[src/rtl/uart_pkg.sv]
// rtl/uart_pkg.sv - shared UART types, line-level constants and receive FSM encoding
package uart_pkg;

    typedef logic [7:0] uart_data_t;

    localparam logic UART_START_BIT = 1'b0;
    localparam logic UART_STOP_BIT  = 1'b1;

    typedef enum logic [2:0] {
        RX_IDLE,
        RX_START,
        RX_DATA,
        RX_PARITY,
        RX_STOP
    } uart_rx_state_t;

    // Only 5..8 data bits form a legal frame; anything else keeps the receiver idle.
    function automatic logic data_bits_ok(input logic [3:0] n);
        return (n >= 4'd5) && (n <= 4'd8);
    endfunction

endpackage

[src/rtl/uart_rx_sync.sv]
// rtl/uart_rx_sync.sv - multi-flop synchroniser for the asynchronous rx line
// Ports:
//   clk, rst_n : clock and asynchronous active-low reset
//   rx         : raw serial line from the pad
//   rx_s       : synchronised line; resets to 1 so the idle line shows no fall
module uart_rx_sync #(
    parameter int SYNC_STAGES = 2
) (
    input  logic clk,
    input  logic rst_n,
    input  logic rx,
    output logic rx_s
);

    logic [SYNC_STAGES-1:0] sync_q;

    always_ff @(posedge clk or negedge rst_n) begin
        if (!rst_n) begin
            sync_q <= '1;
        end else begin
            sync_q <= {sync_q[SYNC_STAGES-2:0], rx};
        end
    end

    assign rx_s = sync_q[SYNC_STAGES-1];

endmodule

[src/rtl/uart_rx_engine.sv]
// rtl/uart_rx_engine.sv - UART receiver: start detect, mid-bit sampling, word delivery
// Ports:
//   clk, rst_n             : clock and asynchronous active-low reset
//   rx                     : serial line (idle 1)
//   rx_en                  : receiver enable; dropping it mid-frame aborts the frame
//   baud_count             : clocks per bit period (>=4)
//   data_bits              : 5..8 data bits per frame
//   parity_en, odd_parity  : parity configuration
//   rx_data, rx_valid      : received word, held until rx_ready
//   rx_ready               : consumer accept
//   parity_err, frame_err  : error flags for the held word
//   overrun_err            : 1-cycle pulse when a frame is dropped because the held word was not taken
//   busy                   : receive FSM not idle
module uart_rx_engine
    import uart_pkg::*;
#(
    parameter int SYNC_STAGES = 2,
    parameter int CNT_WIDTH   = 32
) (
    input  logic                 clk,
    input  logic                 rst_n,
    input  logic                 rx,
    input  logic                 rx_en,
    input  logic [CNT_WIDTH-1:0] baud_count,
    input  logic [3:0]           data_bits,
    input  logic                 parity_en,
    input  logic                 odd_parity,
    output logic [7:0]           rx_data,
    output logic                 rx_valid,
    input  logic                 rx_ready,
    output logic                 parity_err,
    output logic                 frame_err,
    output logic                 overrun_err,
    output logic                 busy
);

    localparam logic [CNT_WIDTH-1:0] CNT_ONE = {{(CNT_WIDTH-1){1'b0}}, 1'b1};

    uart_rx_state_t state, state_nxt;

    logic                 rx_s;
    logic                 rx_prev;
    logic                 fall;
    logic                 start_ok;
    logic                 abort;
    logic [CNT_WIDTH-1:0] cnt;
    logic                 tick;
    logic [3:0]           bit_idx;
    logic                 last_data;
    uart_data_t           shift;
    logic [3:0]           cfg_bits;
    logic                 cfg_par;
    logic                 cfg_odd;
    logic                 perr_n;
    logic                 ferr_n;
    logic                 frame_done;

    uart_rx_sync #(
        .SYNC_STAGES (SYNC_STAGES)
    ) u_sync (
        .clk   (clk),
        .rst_n (rst_n),
        .rx    (rx),
        .rx_s  (rx_s)
    );

    always_ff @(posedge clk or negedge rst_n) begin
        if (!rst_n) begin
            rx_prev <= 1'b1;
        end else begin
            rx_prev <= rx_s;
        end
    end

    assign fall      = rx_prev & ~rx_s;
    assign start_ok  = fall & rx_en & data_bits_ok(data_bits);
    assign abort     = (state != RX_IDLE) & ~rx_en;
    assign tick      = (cnt == '0);
    assign last_data = (bit_idx == (cfg_bits - 4'd1));
    assign busy      = (state != RX_IDLE);

    always_ff @(posedge clk or negedge rst_n) begin
        if (!rst_n) begin
            state <= RX_IDLE;
        end else begin
            state <= state_nxt;
        end
    end

    always_comb begin
        state_nxt = state;
        case (state)
            RX_IDLE:   if (start_ok) state_nxt = RX_START;
            RX_START:  if (tick) state_nxt = (rx_s == UART_START_BIT) ? RX_DATA : RX_IDLE;
            RX_DATA:   if (tick && last_data) state_nxt = cfg_par ? RX_PARITY : RX_STOP;
            RX_PARITY: if (tick) state_nxt = RX_STOP;
            RX_STOP:   if (tick) state_nxt = RX_IDLE;
            default:   state_nxt = RX_IDLE;
        endcase
        if (abort) state_nxt = RX_IDLE;
    end

    // Bit-period counter, sampling datapath and frame configuration latch.
    always_ff @(posedge clk or negedge rst_n) begin
        if (!rst_n) begin
            cnt        <= '0;
            bit_idx    <= '0;
            shift      <= '0;
            cfg_bits   <= 4'd8;
            cfg_par    <= 1'b0;
            cfg_odd    <= 1'b0;
            perr_n     <= 1'b0;
            ferr_n     <= 1'b0;
            frame_done <= 1'b0;
        end else begin
            frame_done <= 1'b0;
            if (!abort) begin
                case (state)
                    RX_IDLE: begin
                        if (start_ok) begin
                            // Half a period lands the start-bit check mid-bit.
                            cnt      <= baud_count >> 1;
                            cfg_bits <= data_bits;
                            cfg_par  <= parity_en;
                            cfg_odd  <= odd_parity;
                        end
                    end
                    RX_START: begin
                        if (tick) begin
                            cnt     <= baud_count - CNT_ONE;
                            bit_idx <= '0;
                            shift   <= '0;
                            perr_n  <= 1'b0;
                        end else begin
                            cnt <= cnt - CNT_ONE;
                        end
                    end
                    RX_DATA: begin
                        if (tick) begin
                            shift[bit_idx[2:0]] <= rx_s;
                            bit_idx             <= bit_idx + 4'd1;
                            cnt                 <= baud_count - CNT_ONE;
                        end else begin
                            cnt <= cnt - CNT_ONE;
                        end
                    end
                    RX_PARITY: begin
                        if (tick) begin
                            // Unused upper shift bits are zero, so they do not disturb the XOR.
                            perr_n <= rx_s ^ (^shift) ^ cfg_odd;
                            cnt    <= baud_count - CNT_ONE;
                        end else begin
                            cnt <= cnt - CNT_ONE;
                        end
                    end
                    RX_STOP: begin
                        if (tick) begin
                            ferr_n     <= (rx_s != UART_STOP_BIT);
                            frame_done <= 1'b1;
                        end else begin
                            cnt <= cnt - CNT_ONE;
                        end
                    end
                    default: cnt <= '0;
                endcase
            end
        end
    end

    // Output holding register: a completed frame loads only if the slot is free
    // or being emptied this same cycle; otherwise it is dropped and flagged.
    always_ff @(posedge clk or negedge rst_n) begin
        if (!rst_n) begin
            rx_data     <= '0;
            rx_valid    <= 1'b0;
            parity_err  <= 1'b0;
            frame_err   <= 1'b0;
            overrun_err <= 1'b0;
        end else begin
            overrun_err <= 1'b0;
            if (frame_done && (!rx_valid || rx_ready)) begin
                rx_data    <= shift;
                parity_err <= perr_n;
                frame_err  <= ferr_n;
                rx_valid   <= 1'b1;
            end else begin
                if (frame_done) overrun_err <= 1'b1;
                if (rx_valid && rx_ready) rx_valid <= 1'b0;
            end
        end
    end

endmodule
[config.mk]
export PLATFORM = sky130hd
export DESIGN_NAME = uart_rx_engine
export DESIGN_NICKNAME = d
export VERILOG_FILES = /design/src/rtl/uart_pkg.sv /design/src/rtl/uart_rx_sync.sv /design/src/rtl/uart_rx_engine.sv
export SDC_FILE = /design/constraint.sdc
export NUM_CORES = 1
export LEC_CHECK = 0
export BUFFER_PORTS_ARGS = -buffer_cell sky130_fd_sc_hd__buf_2
export CAP_MARGIN = 5
export CELL_PAD_IN_SITES_DETAIL_PLACEMENT = 2
export CELL_PAD_IN_SITES_GLOBAL_PLACEMENT = 2
export CORE_MARGIN = 3
export CORE_UTILIZATION = 30
export CTS_CLUSTER_SIZE = 30
export DETAILED_ROUTE_END_ITERATION = 10
export GPL_TIMING_DRIVEN = 0
export PLACE_DENSITY_LB_ADDON = 0.1
export SKIP_LAST_GASP = 1
export SLEW_MARGIN = 20
export SYNTH_ARGS = -nofsm -noshare
export SYNTH_HDL_FRONTEND = slang
export SYNTH_SLANG_ARGS = --single-unit
[constraint.sdc]
create_clock -name clk -period 4.9 [get_ports clk]
set_clock_uncertainty 0.1 [all_clocks]
set_input_delay 0 -clock clk [delete_from_list [all_inputs] [get_ports clk]]
set_output_delay 0 -clock clk [all_outputs]
set_load 0.02 [all_outputs]
==> results by group, run 1 <==
Logic synthesis
  • Ys async rst share: 100.0%
  • Yosys warns: 0
  • Synthesized cell area: 5197 µm²
  • Avg Cell Area, Syn: 8.329 µm²
  • Synth top cells by count: o21ai_0, dfrtp_1, nor2_1
  • Area leader, netlist: dfrtp_1
  • Top cell type's share of synthesized area: 32.26%
  • Syn Nets: 672
  • Synthesized instance count: 624
  • Unique cell type count in the Yosys netlist: 67
  • Ys flop type: dfrtp_1
  • Flops & latches, synth: 71
  • Sequential fraction of the synthesis area: 34.28%
  • Top area cells in the synthesized netlist: dfrtp_1, o21ai_0, xnor2_1, nor2_1, nand2_1
  • Most common cell in the netlist: o21ai_0
  • Number of flops mapped to enable cells by yosys: 0

Cells and area
  • Final Util: 37.55%
  • Share of layout cells above drive strength 1: 18.16%
  • Area Overhead vs Synth: 21.09%
  • Nets@finish: 759
  • Post-route cell area: 6294 µm²

Timing
  • Minimum hold slack: 2.845 ps
  • Slew Viols, Final: 0
  • Final Cycle Share: 79.24%
  • RSZ-0062 raised after global routing: no
  • Tmin final: 3883 ps
  • Slew @ Worst Pin: 1105 ps
  • Slew HR: 25.78%
  • Fin Setup TNS: 0 ps
  • Fmax: 0.2575 GHz
  • Setup-violating endpoint count in the final report: 0
  • Hold Fails Final Rpt: 0

Floorplan
  • I/O pins: 56
  • Die Area: 18940 µm²
  • Die span in y: 137.6 µm
  • Core area: 16760 µm²
  • Core Rows: 47
  • Die X: 137.6 µm
  • Initial Utilization: 31.01%

Clocking
  • TritonCTS Buffers: 9
  • Clock Latency Late Sink: 350 ps
  • Reg clk slew, reported paths: 70 ps
  • Post-CTS Setup Inserts: 0
  • CTS Buffer Depth: 2
  • Root Driver: clkbuf_16
  • CTS tree: built
  • H-tree levels: 3
  • Clock sink count: 71

Run status
  • Status: finished, final reports clean

Drt
  • Via count: 5324
  • Detailed Routing Iterations Pass 1: 4
  • WL per Instance: 23.33 µm
  • Via/cell ratio: 5.682
  • Post-DRT Antenna Nets: 0
  • Final WL: 21860 µm
  • Post-route DRC: 0
  • Initial DRC count: 291

Job
  • Max Cap Viol: 0

Global routing
  • Congestion Overflow GR: 0
  • Antenna violations before repair: 1
  • GR Util All Layers: 23.96%
  • Vias in the first global route: 5722
  • Largest net degree at the start of global routing: 41
  • First-pass GRT wire length: 34070 µm

Placed design
  • Placer Congestion: 0.8404
  • Dpl hpwl: 16280 µm
  • Dpl cell area: 5778 µm²
  • I/O Buffers: 55

Critical path
  • CP Capture Type: register
  • Critical path type: register to register
  • Startpoint Class: register
  • CP required: 5040 ps
  • Crit path max fanout: 9
  • CP Data Arrival Time: 4020 ps

Power and ir drop
  • Peak supply drop: 0.1846 mV
  • Total power: 2082 µW
  • PwrDens: 330.8 nW/µm²
  • Leak pwr: 0.002607 µW

Worst hold path
  • HP Class: input pin to register
state kept, by name, summed over array words and instances (netlist names), 2 cells and up:
name,count
shift,8
cnt,32
rx_data,8
state,3
u_sync.sync_q,2
bit_idx,4
cfg_bits,4
worst paths after layout:
check                           slack (ps)  depth (start not counted)             start                to
worst max-delay path                  1020                          7            cnt[6]           cnt[24]
worst min-delay path                     3                          4    baud_count[31]           cnt[30]
worst max register to register        1020                          7            cnt[6]           cnt[24]
worst min register to register         260                          0  u_sync.sync_q[0]  u_sync.sync_q[1]
max in group asynchronous             4060                          3             rst_n           cnt[17]
min in group asynchronous               40                          2             rst_n        rx_data[0]
layout make-up:
class                           count  area [µm²]
Buffer                             28       117.6
Antenna cell                        1       2.502
Multi-Input combinational cell    507        3231
Fill cell                        1940       10470
Tap cell                          220       275.3
Inverter                           18       67.56
Timing Repair Buffer               76       505.5
Clock buffer                       10       239.0
Clock inverter                      6       73.82
Sequential cell                    71        1782
cell usage in the layout, fill, tap and decap left out, types with 8 or more instances in the layout:
cell           count
nand4_1            8
nor2_1            63
or3_1              9
nand2_1           59
or4_1              8
o21ai_0           77
a31oi_1           12
dlygate4sd3_1     20
clkbuf_16          9
xor2_1            15
nor3_1            18
nor4_1            12
a21oi_1           28
buf_2             57
o211ai_1           9
inv_1             18
dfrtp_1           67
clkbuf_1          23
xnor2_1           39
nand3_1           17
mux2_2            16
stage by stage:
step	setup WS [ps]	instances
2_1_floorplan	2338	624
3_3_place_gp	1377	899
3_5_place_dp	1298	900
4_1_cts	1105	936
5_1_grt	802.7	937
6_report	1017	937
cells by family after synthesis:
family	after synthesis	share of synthesized area [%]
and+or+nand+nor	261	28.45
AOI/OAI and AO/OA	168	19.35
DFF	71	34.28
xor gates and xnor gates	54	9.100
buffers and inverters	46	3.562
muxes	19	4.044
adders and majority gates	5	1.204
repair_timing:
| action | 4_1_cts | 5_1_grt |
|---|---|---|
| hold buffers | 20 | 0 |
| resized for setup | 0 | 0 |
| endpoints found under the hold margin | 90 | 0 |
worst max-delay path, stage by stage (launching register included):
cell and delay, ps:
dfrtp_1 420, nor3_1 710, nand4_1 290, nor4_2 1000
o21ai_2 360, nand3b_1 210, nand4_1 100, dlygate4sd3_1 560
power breakdown:
part	internal (µW)	switching, µW	leakage [µW]
sequential	682	122	0.000928
clock	417	305	0.000154
combinational	222	335	0.00152
total	1320	761	0.00261
per-layer routing:
layer / routed length [µm] / GRT usage (%) / up-vias
li1: - / - / 2447
met1: 10530 / 33.32 / 2754
met2: 10160 / 38.56 / 98
met3: 735 / 2.849 / 25
met4: 431 / 7.982 / 0
met5: 0 / 0 / -
Note: power is estimated with default switching activity, not from simulation.
==> run 2: changes to the inputs <==
clock period = 3.2 ns   (was 4.9 ns; I/O delays follow)
==> run 2 against run 1 <==
- wire length up 0.13%
- non-clock buffer count up 9
- worst setup slack worse by 870 ps
- sequential share of layout area down 0.81 points
- critical endpoint is now cnt[6]
- total power up 56%
- register-to-register slack worse by 870 ps
- sequential power up 56%
- first-iteration DRC count up 17%
==> results by group, run 2 (synthesized netlist as in run 1, its figures left out) <==
Timing
  • Slew Viols, Final: 0 (unchanged)
  • Setup-violating endpoint count in the final report: 0 (unchanged)
  • Slew @ Worst Pin: 1015 ps (-89.58 ps)
  • Fmax: 0.3271 GHz (+27%)
  • Fin Setup TNS: 0 ps (unchanged)
  • Final Cycle Share: 95.55% (+16 points)
  • Hold Fails Final Rpt: 0 (unchanged)
  • Tmin final: 3058 ps (-825.2 ps)
  • Slew HR: 32.07% (+6.3 points)
  • RSZ-0062 raised after global routing: yes

Clocking
  • Reg clk slew, reported paths: 70 ps (about the same)
  • Root Driver: clkbuf_16
  • TritonCTS Buffers: 9 (unchanged)
  • Clock sink count: 71 (unchanged)
  • H-tree levels: 3 (unchanged)
  • Clock Latency Late Sink: 350 ps (about the same)
  • CTS Buffer Depth: 2 (unchanged)
  • CTS tree: built

Cells and area
  • Commonest non-fill, non-tap cell in the layout: o21ai_0
  • Area Overhead vs Synth: 24.67%
  • Share of layout cells above drive strength 1: 20.97% (+2.8 points)
  • Number of fillers in the final layout: 1926 (-0.72%)
  • Number of flip-flops under the largest register name: 32 (unchanged)
  • Layout Cells excl Fill: 946 (+0.96%)
  • Largest regs: cnt: 32 flops, rx_data: 8 flops, shift: 8 flops
  • Nets@finish: 768 (+1.2%)
  • Commonest non-fill, non-tap cells in the layout: o21ai_0, dfrtp_1, nor2_1, nand2_1, buf_2
  • Reg with most FFs: cnt

Placed design
  • I/O Buffers: 55 (unchanged)
  • Placer Congestion: 0.8404 (unchanged)
  • Cell count after placement: 900 (unchanged)
  • Dpl hpwl: 16280 µm (unchanged)

Drt
  • Final WL: 21890 µm (+0.13%)
  • Initial DRC count: 340 (+17%)
  • Via count: 5339 (+0.28%)
  • Via/cell ratio: 5.644 (-0.67%)
  • Met3 WL: 1013 µm (+38%)
  • Wire length on met1: 10170 µm (-3.4%)
  • Top routing layer in use: met4
  • Post-DRT Antenna Nets: 0 (unchanged)
  • Detailed Routing Iterations Pass 1: 4 (unchanged)
  • Post-route DRC: 0 (unchanged)
  • DR WL met2: 10330 µm (+1.6%)
  • WL per Instance: 23.14 µm (-0.82%)

Global routing
  • Congestion Overflow GR: 0 (unchanged)
  • Vias in the first global route: 5774 (+0.91%)
  • GR Util All Layers: 24.11% (+0.15 points)
  • First-pass GRT wire length: 34290 µm (+0.65%)
  • Antenna violations before repair: 1 (unchanged)
  • Largest net degree at the start of global routing: 41 (unchanged)

Floorplan
  • Die Area: 18940 µm² (unchanged)
  • Die span in y: 137.6 µm (unchanged)
  • Die X: 137.6 µm (unchanged)
  • I/O pins: 56 (unchanged)
  • Core area: 16760 µm² (unchanged)
  • Initial Utilization: 31.01% (unchanged)
  • Core Rows: 47 (unchanged)

Critical path
  • Crit path max fanout: 10 (+1)
  • Reg2reg path depth: 8 (+1)
  • CP Data Arrival Time: 3230 ps (-790 ps)
  • CP required: 3380 ps (-1660 ps)
  • CP Capture Type: register
  • Critical path type: register to register
  • Startpoint Class: register

Job
  • Max Cap Viol: 0 (unchanged)

Run status
  • Status: finished, final reports clean

Worst hold path
  • Hold depth: 3 (-1)
  • HP Class: input pin to register

Power and ir drop
  • PwrDens: 501.5 nW/µm² (+52%)
  • Peak supply drop: 0.2768 mV (+50%)
  • Leak pwr: 0.002699 µW (+3.5%)
==> run 2: cell types whose count changed in the layout (fill, tap and decap cells not counted), moves of 2 or more <==
| cell | before | now |
|---|---|---|
| nor4_2 | 3 | 5 |
| nor3_1 | 18 | 14 |
| buf_2 | 57 | 55 |
| nor2_1 | 63 | 61 |
| nor4_1 | 12 | 9 |
| clkbuf_2 | 1 | 3 |
| clkbuf_1 | 23 | 19 |
| clkbuf_4 | 0 | 3 |
| nor3_4 | 1 | 4 |
| buf_4 | 1 | 10 |
==> run 2: worst max-delay path, cell delays in order (launching register included) <==
cell and delay [ps]:
dfrtp_1 360, clkbuf_1 210, or4_4 610, nor4_4 330, nand3b_2 340, o221ai_4 390
clkbuf_2 350, o21ai_0 190, o21ai_0 100
==> run 2: worst paths after layout <==
path                                       start                to  slack [ps]
worst max-delay path                     cnt[27]            cnt[6]         140
worst min-delay path               baud_count[5]            cnt[4]          10
worst max register to register           cnt[27]            cnt[6]         140
worst min register to register  u_sync.sync_q[0]  u_sync.sync_q[1]         260
max in group asynchronous                  rst_n           cnt[15]        2350
min in group asynchronous                  rst_n        rx_data[0]          40
==> run 2: per-layer routing <==
layer  GRT usage, %  vias to the layer above
met3          3.031                       24
met2          38.77                      108
met1          33.27                     2743
met4          8.426                        0
met5              0                        -
li1               -                     2464
==> run 2: final cells by class <==
| class | count | area [µm²] | share of cell area [%] |
|---|---|---|---|
| repair buffers | 86 | 583.1 | 8.998 |
| multi-input cells | 507 | 3332 | 51.42 |
| inverters | 18 | 67.56 | 1.043 |
| clock inverters | 6 | 73.82 | 1.139 |
| flip-flops and latches | 71 | 1782 | 27.50 |
| diodes | 1 | 2.502 | 0.03862 |
| clock buffers | 10 | 239.0 | 3.688 |
| well taps | 220 | 275.3 | 4.248 |
| plain buffers | 27 | 125.1 | 1.931 |
==> run 2: power by group <==
part           internal (µW)  leakage [µW]  switching (µW)
combinational            369       0.00162             525
clock                    639      0.000154             469
sequential              1040      0.000928             204
==> run 2: metrics by stage <==
| step | util, % | worst slack [ps] | hold WS [ps] | cell area (µm²) | total power (µW) |
|---|---|---|---|---|---|
| 2_1_floorplan | - | 637.8 | -395.6 | 5197 | 1754 |
| 3_3_place_gp | 34.30 | -323.0 | 7.356 | 5748 | 2006 |
| 3_5_place_dp | 34.48 | -401.6 | -109.3 | 5778 | 2063 |
| 4_1_cts | 37.92 | 17.28 | 0.4981 | 6355 | 3242 |
| 5_1_grt | 38.66 | -48.21 | 36.22 | 6480 | 3443 |
| 6_report | 38.66 | 142.4 | 13.87 | 6480 | 3249 |
==> run 2: timing repair <==
item                                    in CTS  in global routing
endpoints found under the setup margin      42                 40
hold endpoints to repair                    91                  0
resized for setup                            8                 18
buffers inserted                             2                  7
hold buffers                                21                  0
pin swaps                                    1                  3
